`config.mk`:
```
export PLATFORM = sky130hd
export DESIGN_NAME = seg_scan_ctrl_flat
export DESIGN_NICKNAME = d
export VERILOG_FILES = /design/src/rtl/seg_scan_if.sv /design/src/rtl/seg_scan_ctrl.sv /design/src/flat_wrapper.sv
export SDC_FILE = /design/constraint.sdc
export NUM_CORES = 1
export LEC_CHECK = 0
export CORE_ASPECT_RATIO = 2
export CORE_MARGIN = 5
export CORE_UTILIZATION = 25
export CTS_BUF_LIST = sky130_fd_sc_hd__clkbuf_4 sky130_fd_sc_hd__clkbuf_8 sky130_fd_sc_hd__clkbuf_16
export CTS_CLUSTER_DIAMETER = 40
export DETAILED_ROUTE_END_ITERATION = 12
export GPL_TIMING_DRIVEN = 0
export SLEW_MARGIN = 30
export SYNTH_ARGS = -nofsm -noshare
export SYNTH_HDL_FRONTEND = slang
export SYNTH_SLANG_ARGS = --single-unit
export TNS_END_PERCENT = 30
```
`constraint.sdc`:
```
create_clock -name clk -period 2.38 [get_ports clk]
set_input_delay 0.238 -clock clk [delete_from_list [all_inputs] [get_ports clk]]
set_output_delay 0.238 -clock clk [all_outputs]
set_load 0.02 [all_outputs]
```
`src/rtl/seg_scan_if.sv`:
```
// Load/display bundle for the multiplexed 4-digit BCD scan controller.
interface seg_scan_if;
  logic        load;
  logic [15:0] din;
  logic        x;
  logic        y;
  logic        z;
  logic        w;
  logic [3:0]  digit;
  logic        err;

  modport master (output load, din, input x, y, z, w, digit, err);
  modport slave  (input load, din, output x, y, z, w, digit, err);
endinterface

```
`src/rtl/seg_scan_ctrl.sv`:
```
// Time-multiplexed 4-digit BCD display scanner with anti-ghost blanking.
// Optional leading-zero blanking is enabled by defining SEG_SCAN_LZB_EN.
module seg_scan_ctrl #(
  parameter int unsigned REFRESH_DIV = 50000,
  parameter int unsigned BLANK_CYC   = 2
) (
  input  logic       clk,
  input  logic       rst,
  seg_scan_if.slave  bus
);

  localparam int unsigned PW = 16;

  logic [PW-1:0] r_pre;
  logic [PW-1:0] w_pre_nxt;
  logic [1:0]    r_idx;
  logic [1:0]    w_idx_nxt;
  logic [15:0]   r_val;
  logic [15:0]   w_val_nxt;
  logic [3:0]    r_nib;
  logic [3:0]    w_nib_nxt;
  logic [3:0]    r_dig;
  logic [3:0]    w_dig_nxt;
  logic          r_err;
  logic          w_err_nxt;
  logic          w_wrap;
  logic          w_blank;
  logic          w_lzb;

  // Next-state and next-output logic; outputs derive from current held value/index.
  always_comb begin
    w_val_nxt = bus.load ? bus.din : r_val;
    w_wrap    = (r_pre == PW'(REFRESH_DIV - 1));
    w_pre_nxt = w_wrap ? '0 : r_pre + PW'(1);
    w_idx_nxt = w_wrap ? r_idx + 2'd1 : r_idx;
    w_blank   = (r_pre < PW'(BLANK_CYC));

    case (r_idx)
      2'd0:    w_nib_nxt = r_val[3:0];
      2'd1:    w_nib_nxt = r_val[7:4];
      2'd2:    w_nib_nxt = r_val[11:8];
      default: w_nib_nxt = r_val[15:12];
    endcase

`ifdef SEG_SCAN_LZB_EN
    // A digit is a leading zero when it and every higher nibble are zero.
    case (r_idx)
      2'd0:    w_lzb = 1'b0;
      2'd1:    w_lzb = (r_val[15:4] == 12'd0);
      2'd2:    w_lzb = (r_val[15:8] == 8'd0);
      default: w_lzb = (r_val[15:12] == 4'd0);
    endcase
`else
    w_lzb = 1'b0;
`endif

    w_dig_nxt = 4'b0000;
    if (!w_blank && (w_nib_nxt <= 4'd9) && !w_lzb) begin
      w_dig_nxt = 4'b0001 << r_idx;
    end

    w_err_nxt = (r_val[3:0] > 4'd9) || (r_val[7:4] > 4'd9) ||
                (r_val[11:8] > 4'd9) || (r_val[15:12] > 4'd9);
  end

  always_ff @(posedge clk) begin
    if (rst) begin
      r_val <= '0;
      r_pre <= '0;
      r_idx <= '0;
      r_nib <= '0;
      r_dig <= '0;
      r_err <= 1'b0;
    end else begin
      r_val <= w_val_nxt;
      r_pre <= w_pre_nxt;
      r_idx <= w_idx_nxt;
      r_nib <= w_nib_nxt;
      r_dig <= w_dig_nxt;
      r_err <= w_err_nxt;
    end
  end

  assign bus.x     = r_nib[3];
  assign bus.y     = r_nib[2];
  assign bus.z     = r_nib[1];
  assign bus.w     = r_nib[0];
  assign bus.digit = r_dig;
  assign bus.err   = r_err;

endmodule
```
`src/flat_wrapper.sv`:
```
// flat-port wrapper written by rule: the top's interface ports become plain ports
module seg_scan_ctrl_flat 
#(
  parameter int unsigned REFRESH_DIV = 50000,
  parameter int unsigned BLANK_CYC   = 2
)
  (clk, rst, bus_load, bus_din, bus_x, bus_y, bus_z, bus_w, bus_digit, bus_err);
  seg_scan_if bus_i ();
  input  logic clk;
  input  logic rst;
  input wire logic [$bits(bus_i.load)-1:0] bus_load;
  input wire logic [$bits(bus_i.din)-1:0] bus_din;
  output wire logic [$bits(bus_i.x)-1:0] bus_x;
  output wire logic [$bits(bus_i.y)-1:0] bus_y;
  output wire logic [$bits(bus_i.z)-1:0] bus_z;
  output wire logic [$bits(bus_i.w)-1:0] bus_w;
  output wire logic [$bits(bus_i.digit)-1:0] bus_digit;
  output wire logic [$bits(bus_i.err)-1:0] bus_err;
  assign bus_i.load = bus_load;
  assign bus_i.din = bus_din;
  assign bus_x = bus_i.x;
  assign bus_y = bus_i.y;
  assign bus_z = bus_i.z;
  assign bus_w = bus_i.w;
  assign bus_digit = bus_i.digit;
  assign bus_err = bus_i.err;
  seg_scan_ctrl #(.REFRESH_DIV(REFRESH_DIV), .BLANK_CYC(BLANK_CYC)) u_core (.clk(clk), .rst(rst), .bus(bus_i));
endmodule
```
==> Word-level counts from Yosys, hierarchy flattened <==
Cells that the tools add are included.
{ "totals": {"ff_bits": 43, "inputBits": 19, "output_inout_bits": 9, "elab_cells": 28} }
{ "classes": {"addsub": 2, "order_cmp": 6, "eq_ne": 3, "shift": 1, "mux": 1, "bitwise": 1, "reduce_logical": 8} }
{ "op_table": {"columns": ["operator", "count"], "rows": [
  ["adder 16 x 1 -> 16 bit (second input constant)", 1],
  ["== test 16 bit (second input constant)", 1],
  ["greater-than comparator 4 bit (second input constant)", 4],
  ["less-than comparator 16 x 2 -> 1 bit (second input constant)", 1],
  ["one-hot mux 4 bit (3 select lines)", 1],
  ["<= comparator 4 bit (second input constant)", 1],
  ["OR reduction 2 bit", 2],
  ["<< shifter 1 x 2 -> 4 bit (first input constant)", 1],
  ["logical OR 1 bit", 3],
  ["adder 2 x 1 -> 2 bit (second input constant)", 1],
  ["== test 2 x 1 -> 1 bit (second input constant)", 1],
  ["== test 2 bit (second input constant)", 1],
  ["zero test 2 bit", 1],
  ["logical AND 1 bit", 1],
  ["zero test 1 bit", 1],
  ["NOT 1 bit", 1]
]} }

==> Logic depth before layout (Yosys ltp) <==
Gate-level depths: netlist of the first run.
{ "depth": {"depth_word": 6, "ltp_mapped": 7, "ltp_nobuf": 6} }

==> Least setup slack after synthesis of the first run <==
Ideal clock, no wire load.
{ "synth_path": {"path_kind": "register to register", "startpoint": "register u_core.r_pre[11]", "endpoint": "register u_core.r_pre[13]", "setup_time_ns": 0.115, "arrival_time_ns": 1.627, "required_time_ns": 2.265, "slack_ns": 0.638, "stages_incl_launch_ff": 7, "path_buffers": 2, "period_less_slack_ns": 1.742, "path_cell_list": "dfxtp_1 or4_4 nor4_4 or2_1 buf_6 buf_8 nor2_1"} }
{ "synth_between": {"elab_chain_cells": 2, "word_cells_on_any_way": 3, "cone_classes": "add/sub: 1; eq/ne: 1; reduce/logical: 1"} }
{ "synth_lines": {"columns": ["item", "line", "rtl"], "rows": [
  ["from (decl)", "seg_scan_ctrl.sv:14", "logic [PW-1:0] r_pre;"],
  ["from (signal assigned)", "seg_scan_ctrl.sv:76", "r_pre <= w_pre_nxt;"],
  ["parallel branches: the longest is 2 deep, another holds adder 16 x 1 -> 16 bit", null, null]
]} }
Several ways; the timed one is not identified.
A chain may end at the register's enable or synchronous reset.

==> Final worst setup path of the first run <==
{ "layout_path": {"startpoint": "register u_core.r_pre[11]", "endpoint": "register u_core.r_pre[3]"} }
{ "layout_between": {"elab_chain_cells": 2} }
{ "layout_lines": {"columns": ["item", "line", "rtl"], "rows": [
  ["== test 16 bit", "seg_scan_ctrl.sv:33", "w_wrap = (r_pre == PW'(REFRESH_DIV - 1));"],
  ["OR reduction 2 bit (no line)", null, null]
]} }
No other way between the ends.

==> impl_results.md, run 1 <==
- Outcome: finished, final reports clean
- Commonest non-fill, non-tap cells in the layout: dfxtp_1, nor2_1, clkdlybuf4s50_1, mux2i_1, xnor2_1
- Worst-Margin Slew: ~0.43 ns
- Unrepaired setup endpoints after global routing: false
- Syn Inst Count: 195
- Max Fclk: about 540 MHz
- CTS resizes: 0
- CTS buffer count: 5
- I/O Buffers: 25
- Die width: ~70 um
- Clock sink total: 43
- Final Wtd Congestion: 0.7967
- Congestion Overflow GR: 0
- Clock skew: 0.006779 ns
- CP Class: reg2reg
- Clock slew at reported path FFs: 0.06 ns
- Drt first pass iters: 5
- Hpwl dp: 3074 um
- Vias in the first global route: 1414
- Synth Cell Area: ~1800 um2
- Tcrit/Tclk final: 78.35%
- Main synth FF type: dfxtp_1
- Number of vias per cell: 4.506
- Post-route insts no fill: 320
- P_leak: just under 0.9 nW
- Syn_nets: 219
- Placed cell areas: roughly 2200 um2
- # diodes: 0
- IO Pins: 28
- Synth Warn #: 0
- DR iter-0 viols: 56
- Nature of the critical path endpoint: flip-flop
- Cell depth of the worst hold path: 2
- Core area: 7212 um2
- Syn Area/Cell: 9.400 um2
- Pin count of the biggest net entering global routing: 14
- WHS: ~0.33 ns
- Reg2reg start: u_core.r_pre[11]
- Cell row count: 44
- Commonest non-fill, non-tap cell in the layout: dfxtp_1
- CP max FO: 10
- DR vias: around 1.4k
- H-tree Lvls: 2
- Final Hold Viols: 0
- Global-route wire length before repair: 6596 um
- R2r worst-path depth: 6
- Antenna-violating nets left: 0
- Worst relative slew slack: 71.09%
- Min cycle time layout: 1.865 ns
- CP Data Arrival Time: 2.04 ns
- R2R Setup Slk: 0.52 ns
- Number of synthesized flops with an enable pin: 0
- Synth unique cells: 31
- Number of max-cap violations: 0
- Fill count: 754
- Synth async-reset ratio: 0%
- Total GRT Usage: a little under a tenth
- Worst Hold Class: in2reg
- #FFs+latches synth: 43
- Final WL: slightly below 4000 um
- Layout cells sized above 1: 6.140%
- Clk Latency, worst-skew pair: 0.29 ns
- Setup TNS: 0 ns
- Initial Util: 25.42%
- Drc violations: 0
- Startpoint Class: flip-flop
- Tot Pwr: about 1.7 mW
- Post-synthesis sequential area ratio: 46.96%
- CTS tree: done
- CTS root buffer: clkbuf_16
- Post-CTS Hold Fix Bufs: 0
- Post-CTS setup buffers: 0
- Worst r2r dst: u_core.r_pre[3]
- Final design area excluding fillers: 2372 um2
- Hold worst-path end: u_core.r_nib[3]
- Wire per inst: 12.23 um
- Placed instance count: approximately 310
- Max Root-Sink Buffers: 2
- P&R area growth vs syn: 29.42%
- Die footprint: 9248 um2
- Hold Crit Start: rst
- Power Density: approximately 700 nW/um2
- Pins Over Slew Limit: 0
- # nets final: 251
- Die height: around 130 um
- Initial antenna violation count: 0
- Setup Viol. Count Final: 0
- Worst vdd ir: between 0.3 and 0.4 mV
- Worst endpoint required time: ~2.6 ns
## through the flow
stage	setup slack, ns	utilization (%)
6_report	0.5152	32.89
5_1_grt	0.3602	32.89
4_1_cts	0.4881	32.89
3_5_place_dp	0.4980	30.48
3_3_place_gp	0.5029	30.48
2_1_floorplan	0.6382	-
## logic make-up (layout without fill, tap and decap cells)
logic type	after synthesis	count (layout)	synth area share (%)
DFF	43	43	46.96
buffers and inverters	17	50	4.573
and+or+nand+nor	81	81	22.66
AOI/OAI and AO/OA	17	17	5.870
xor gates and xnor gates	14	14	6.690
adders and majority gates	5	5	3.413
muxes	18	18	9.829
## worst max-delay path, stage by stage, from the launching register on
cell and delay (ns):
dfxtp_1 0.35, or4_4 0.57, nor4_4 0.37, or2_1 0.16, buf_6 0.13, buf_8 0.13
nor2_1 0.05
## state kept, by name (all words and copies together), names as in the netlist
name              cells
u_core.bus.digit      4
u_core.bus.err        1
u_core.r_idx          2
u_core.r_nib          4
u_core.r_pre         16
u_core.r_val         16
## where the power goes
part	internal [mW]	leakage (nW)	total (mW)	switching [mW]
Combinational	0.0671	0.450	0.126	0.0590
Sequential	0.746	0.351	0.761	0.0155
Clock	0.521	0.0868	0.790	0.269
## layer usage
layer	up-vias	GRT usage (%)	share of wire, %
met2	23	18.62	58
met3	9	2.290	3.6
met5	-	0	0
li1	739	-	-
met4	0	6.866	3.8
met1	671	7.227	35
## Yosys cell counts (all sizes together) (2+ instances only)
cell type,instances,area [um2]
xnor2,9,78.83
and3,2,12.51
mux2i,18,180.2
a22oi,2,15.01
buf,4,35.02
nor3,4,20.02
o21ai,5,25.02
nand3,5,25.02
nor2b,5,31.28
inv,7,26.28
xor2,5,43.79
and4,3,26.28
nor2,40,150.1
a222oi,2,20.02
clkbuf,6,22.52
ha,5,62.56
a21oi,6,30.03
nand2,3,11.26
dfxtp,43,860.8
nor4,7,58.81
nand4,8,50.05
## worst max path at each step
stage,from,to,cells after the start
floorplan,u_core.r_pre[11],u_core.r_pre[13],6
global placement,u_core.r_pre[11],u_core.r_pre[10],6
detailed placement,u_core.r_pre[11],u_core.r_pre[4],6
CTS,u_core.r_pre[11],u_core.r_pre[3],6
global route,u_core.r_idx[0],u_core.bus.digit[1],6
finish,u_core.r_pre[11],u_core.r_pre[3],6
## cell type report
type / count / area [um2] / area share (%)
multi-input cells: 135 / 888.4 / 37.45
plain buffers: 10 / 57.56 / 2.426
clock buffers: 6 / 138.9 / 5.854
clock inverters: 2 / 35.03 / 1.477
flip-flops and latches: 43 / 860.8 / 36.29
well taps: 92 / 115.1 / 4.852
repair buffers: 25 / 250.2 / 10.55
inverters: 7 / 26.28 / 1.108
(Power assumes the default switching activity.)
==> inputs of run 2 (changes only) <==
- clock period: 2.38 -> 1.75 ns (I/O delays scaled with it)
==> impl_results.md, run 2 (same netlist as run 1, synthesis figures left out) <==
- Final Hold Viols: 0
- Met1 Track Usage GR: under 10%
- Worst-Margin Slew: 0.4346 ns
- Clock skew: 0.007042 ns
- Placed cell areas: 2198 um2
- Die height: 131.1 um
- Vias in the first global route: 1416
- # nets final: 251
- P_leak: 0.8905 nW
- Top Registers: u_core.r_pre (16), u_core.r_val (16)
- Final Wtd Congestion: 0.7967
- Worst Hold Class: in2reg
- Power Density: 949.1 nW/um2
- Nature of the critical path endpoint: flip-flop
- Number of vias per cell: 4.509
- Startpoint Class: flip-flop
- Cell row count: 44
- Pin count of the biggest net entering global routing: 14
- CTS tree: done
- DR vias: 1443
- Die footprint: 9248 um2
- CP peak stage delay: around 0.55 ns
- Congestion Overflow GR: 0
- Tcrit/Tclk final: 92.80%
- Critical path, cell by cell: or4_4, nor4_4, or2_1, buf_6, buf_8, nor2_1
- Initial Util: 25.42%
- CP Data Arrival Time: ~1.8 ns
- Unrepaired setup endpoints after global routing: true
- Wire per inst: 12.26 um
- Pins Over Slew Limit: 0
- Sw Pwr: 471.6 uW
- Clock sink total: 43
- Min cycle time layout: 1.624 ns
- CTS buffer count: 5
- Number of max-cap violations: 0
- Drc violations: 0
- Setup TNS: 0 ns
- Antenna-violating nets left: 0
- Core area: 7212 um2
- Die width: 70.55 um
- I/O Buffers: 25
- Worst endpoint required time: 1.92 ns
- Max Fclk: 615.7 MHz
- Final design area excluding fillers: roughly 2400 um2
- Worst relative slew slack: 71.03%
- Setup Viol. Count Final: 0
- Slowest CP cell: or4_4
- CP max FO: 10
- Met2 usage: 18.78%
- Routing usage on met3: 2.214%
- Sw Ratio: about a fifth
- Commonest non-fill, non-tap cells in the layout: nor2_1, dfxtp_1, clkdlybuf4s50_1, mux2i_1, xnor2_1
- CTS root buffer: clkbuf_16
- Total GRT Usage: 9.220%
- Initial antenna violation count: 0
- Clock slew at reported path FFs: 0.06 ns
- Final WL: approximately 3900 um
- Clk pwr share: 47.1%
- GRT busiest layer: met2
- Final core utilization: 33.41%
- Hpwl dp: 3074 um
- # diodes: 0
- Drt first pass iters: 4
- Int Power: 1.816 mW
- Outcome: finished, final reports clean
- Worst vdd ir: 0.4156 mV
- Register share of total power: 45.3%
- R2r worst-path depth: 6
- Clk Latency, worst-skew pair: 0.29 ns
- CP Class: reg2reg
- Global-route wire length before repair: 6610 um
- Cell depth of the worst hold path: 2
- H-tree Lvls: 2
- Max Root-Sink Buffers: 2
- P&R area growth vs syn: 31.47%
- IO Pins: 28
- Layout cells sized above 1: 10.09%
- Comb pwr share: roughly 7.7%
- DR iter-0 viols: 45
[run 2: cell count changes in the layout (fill, tap and decap cells not counted), sizes merged]
cell / before / now
clkbuf: 12 / 11
buf: 4 / 5
[run 2: power by group through the flow]
stage	Clock (mW)	Sequential (mW)	Combinational (mW)
after floorplan	0	1.06	0.0921
after global placement	0	1.06	0.172
after detailed placement	0	1.06	0.173
after CTS	1.11	1.04	0.175
after global routing	1.14	1.04	0.193
final	1.08	1.04	0.175
[run 2: timing repair]
| action | in CTS | in global routing |
|---|---|---|
| resized for setup | 4 | 7 |
| pin swaps | 1 | 1 |
| hold buffers | 0 | 0 |
| endpoints found under the setup margin | 19 | 14 |
| setup buffers | 1 | 0 |
| hold endpoints to repair | 0 | 0 |
[run 2: layout make-up]
type	count	area, um2
fill	749	4802
multi-input combinational	135	915.9
sequential	43	867.1
timing repair buffer	26	257.7
clock buffer	6	138.9
tap	92	115.1
buffer	9	53.80
clock inverter	2	35.03
inverter	7	26.28
[run 2: metrics by stage]
stage          power, mW  hold WS [ns]  setup slack [ns]  instances
2_1_floorplan      1.153        0.3221          0.008166        195
3_3_place_gp       1.229        0.4385           -0.1271        312
3_5_place_dp       1.231        0.4508           -0.1320        312
4_1_cts            2.318        0.2738           0.05659        321
5_1_grt            2.375        0.2944          -0.01159        320
6_report           2.287        0.2748            0.1260        320
[run 2: path summary, 6_finish.rpt]
| check | startpoint | end | slack (ns) |
|---|---|---|---|
| worst max-delay path | u_core.r_pre[7] | u_core.r_pre[0] | 0.13 |
| worst min-delay path | rst | u_core.r_nib[3] | 0.27 |
| worst max register to register | u_core.r_pre[7] | u_core.r_pre[0] | 0.13 |
| worst min register to register | u_core.r_pre[0] | u_core.r_pre[0] | 0.50 |
[run 2: critical path: cells and delay by family, from the launching register on]
family | cells | cell delay [ns]
and+or+nand+nor | 4 | 0.89
DFF | 1 | 0.36
buffers and inverters | 2 | 0.26
[run 2: metal layers]
layer	wire (um)	up-vias
met2	2280	25
met4	145	0
li1	-	739
met5	0	-
met1	1342	670
met3	154	9
==> edit 1: new RTL, config.mk and constraints of run 2 <==
Change the localparam `PW` from 16 to 17.
--- a/src/rtl/seg_scan_ctrl.sv
+++ b/src/rtl/seg_scan_ctrl.sv
@@ -9,7 +9,7 @@
   seg_scan_if.slave  bus
 );
 
-  localparam int unsigned PW = 16;
+  localparam int unsigned PW = 17;
 
   logic [PW-1:0] r_pre;
   logic [PW-1:0] w_pre_nxt;
Function: no difference found for any inputs over 10 cycles, from zero or initial values and one cycle with rst high; that may be too few to reach the edited logic, so the function may still have changed.
==> edit 1 against run 2 <==
- sequential cell count up 1
- synthesized area grew 0.89%
- global-route usage grew 0.087 points
- routed wire length increased by 3.7%
- largest power group is now sequential cells
- first-iteration DRC count up 140%
- worst setup slack worse by 0.062 ns
- critical path type unchanged
- cell area grew 2.3%
- power down 1.8%
- sequential share of layout area grew 0.19 points
==> edit 1: results (changes against run 2) <==
status finished, final reports clean; worst hold slack 0.244 ns (-0.0312 ns); fill count 765 (+2.1%); RR Startpoint u_core.r_idx[0]; Total Nets Final 255 (+1.6%); Post-CTS Resized 12 (+8); Leak 0.886 nW (-0.49%); R2R setup slack 0.06 ns (-0.06 ns); metal3 WL 151 um (-1.9%); total number of vias 1445 (+0.14%); biggest registers after layout u_core.r_pre (17), u_core.r_val (16); skew final 0.00516 ns (-0.00188 ns); Final Cycle Share 96.4% (+3.6 points); M1 WL 1.37 mm (+2.2%); Net Switching 0.456 mW (-3.3%); top post-synthesis cells by count dfxtp_1 (44), nor2_1 (42), mux2i_1 (18), xnor2_1 (15), nor4_1 (9); syn_area_per_cell 9.48 um^2 (+0.89%); synth top area cells dfxtp_1 (48%), mux2i_1 (9.7%), nor2_1 (8.5%), xnor2_1 (7.1%), ha_1 (3.4%); headroom to the max-slew limit 68.1% (-2.9 points); sequential share of power 47.2% (+1.9 points); post-synthesis sequential area ratio 47.6% (+0.67 points); PwrDens 910 nW/um^2 (-4.1%); vias in the first global route 1455 (+2.8%); non-filler cells, final 322 (+0.63%); Worst VDD drop 0.351 mV (-16%); met3 usage 2.52% (+0.31 points); Clk. pwr 1.01 mW (-6%); DP HPWL 3.15 mm (+2.6%); CP arrival 1.88 ns (+0.09 ns); Worst Hold End u_core.r_nib[1]; largest net degree at the start of global routing 13 (-1); Critical Path Sink u_core.bus.digit[0]; CP Max Fanout 5 (-5); WL per Instance 12.6 um (+3.1%); layout cells sized above 1 13.5% (+3.4 points); Placement Setup Slack -0.273 ns (-0.141 ns)
## edit 1: final cells by class
class / instances / area [um^2] / area share, %
clock inverter: 1 / 30.0 / 1.22
inverter: 6 / 22.5 / 0.913
buffer: 8 / 55.1 / 2.23
clock buffer: 5 / 125 / 5.07
sequential: 44 / 892 / 36.2
tap: 92 / 115 / 4.67
timing repair buffer: 29 / 280 / 11.4
multi-input combinational: 137 / 946 / 38.4
## edit 1: cells by family after synthesis
| logic type | count (synthesis) | share of synthesized area, % |
|---|---|---|
| multiplexers | 18 | 9.74 |
| AO/OA/AOI/OAI | 15 | 5.21 |
| AND/OR/NAND/NOR | 83 | 22.3 |
| buffers and inverters | 14 | 4.19 |
| flip-flops | 44 | 47.6 |
| adder cells (fa/ha/maj) | 5 | 3.38 |
| XOR/XNOR | 16 | 7.58 |
## edit 1: critical path, cell delays in order, from the launching register on
cell      delay, ns
dfxtp_4        0.39
inv_2          0.07
ha_2           0.21
a222oi_1       0.28
mux2i_1        0.17
o21a_2         0.19
nor4b_4        0.28
==> edit 2: new RTL, settings of run 2 <==
Made on the original files. Make the reset (`rst`) asynchronous in one clocked block.
--- a/src/rtl/seg_scan_ctrl.sv
+++ b/src/rtl/seg_scan_ctrl.sv
@@ -63,7 +63,7 @@
                 (r_val[11:8] > 4'd9) || (r_val[15:12] > 4'd9);
   end
 
-  always_ff @(posedge clk) begin
+  always_ff @(posedge clk or posedge rst) begin
     if (rst) begin
       r_val <= '0;
       r_pre <= '0;
Check against the original RTL: differs if rst is asserted again (counterexample within 4 cycles, from zero or initial values and one cycle with rst high); with rst held inactive, the same outputs for 10 cycles.
==> edit 2 against run 2 <==
- sequential cell count is the same
- worst setup slack got worse by 0.048 ns
- routed wire length up 2.0%
- global-route usage increased by 0.16 points
- largest power group is now sequential cells
- sequential power increased by 4%
- cell area increased by 4.0%
- synthesized area up 4.6%
- power decreased by 1.7%
==> edit 2: results (changes against run 2) <==
status finished, final reports clean; R2R setup slack 0.08 ns (-0.05 ns); metal3 WL 171 um (+11%); HP Class in2async; fraction of area in multi-input gates 32.4% (-5.6 points); Placement Setup Slack 0.0367 ns (+0.169 ns); vias in the first global route 1488 (+5.1%); Worst R2R Path Depth 4 (-2); drt total wl 4.00 mm (+2.0%); placed inst area 2320 um^2 (+5.3%); largest net degree at the start of global routing 32 (+18); M1 WL 1.33 mm (-1.2%); met3 usage 1.95% (-0.26 points); minimum clock period 1.67 ns (+0.0483 ns); post-synthesis async set-or-reset flop share 100% (+100 points); port bufs 26 (+4.0%); Signal buffers 31 (-11%); Worst VDD drop 0.374 mV (-10%); routability cong. 0.760 (-4.7%); Worst-Margin Slew 0.438 ns (+0.00290 ns); worst hold slack 0.162 ns (-0.112 ns); GR Layer Usage met1 8.69% (+1.4 points); first-pass GRT wire length 6.86 mm (+3.8%); Area Growth Syn to Fin 30.7%; DP Cell Count 280 (-10%); skew final 0.00533 ns (-0.00171 ns); Inverters 9 (+2); DR WL met2 2.33 mm (+2.2%); number of multi-input logic gates 104 (-23%); Leak 1.05 nW (+18%); Yosys cell types 33 (+6.5%); synth top area cells dfrtp_1 (56%), mux2_2 (8.2%), xnor2_1 (4.1%), ha_1 (3.9%), nor2_1 (2.3%); met2 usage 17.2% (-1.6 points); post-synthesis net count 184 (-16%); Most used DFF post-synth dfrtp_1; Iter 0 DRT Violations 75 (+67%); CP arrival 1.83 ns (+0.04 ns); top post-synthesis cells by count dfrtp_1 (43), mux2_2 (14), nor2_1 (12); post-synthesis sequential area ratio 56.1% (+9.1 points)
edit 2: cell count changes after synthesis, moves of 3 or more:
cell and delta:
nor2_1 -28, mux2i_1 -16, dfxtp_1 -43, nand4_1 -4, and4_1 -3, dfrtp_1 +43, nand2_1 +6, clkbuf_1 -6
mux2_2 +14
edit 2: worst max-delay path: stages, from the launching register on:
cell and delay, ns:
dfrtp_1 0.43, nor4_4 0.31, nand2_1 0.12, nor4_4 0.33, mux2_1 0.35
edit 2: cell families after synthesis:
kind of cell	synth area share, %
buffers and inverters	2.80
multiplexers	9.85
XOR/XNOR	6.39
adder cells (fa/ha/maj)	3.91
AND/OR/NAND/NOR	15.3
flip-flops	56.1
AO/OA/AOI/OAI	5.68
edit 2: power breakdown:
group	internal (mW)	total, mW	switching (mW)
registers	1.05	1.08	0.0290
logic	0.112	0.197	0.0858
clock network	0.622	0.977	0.354
edit 2: timing repair:
action,in CTS,in global routing
setup endpoints to repair,0,7
buffers inserted,0,1
resized for setup,0,6
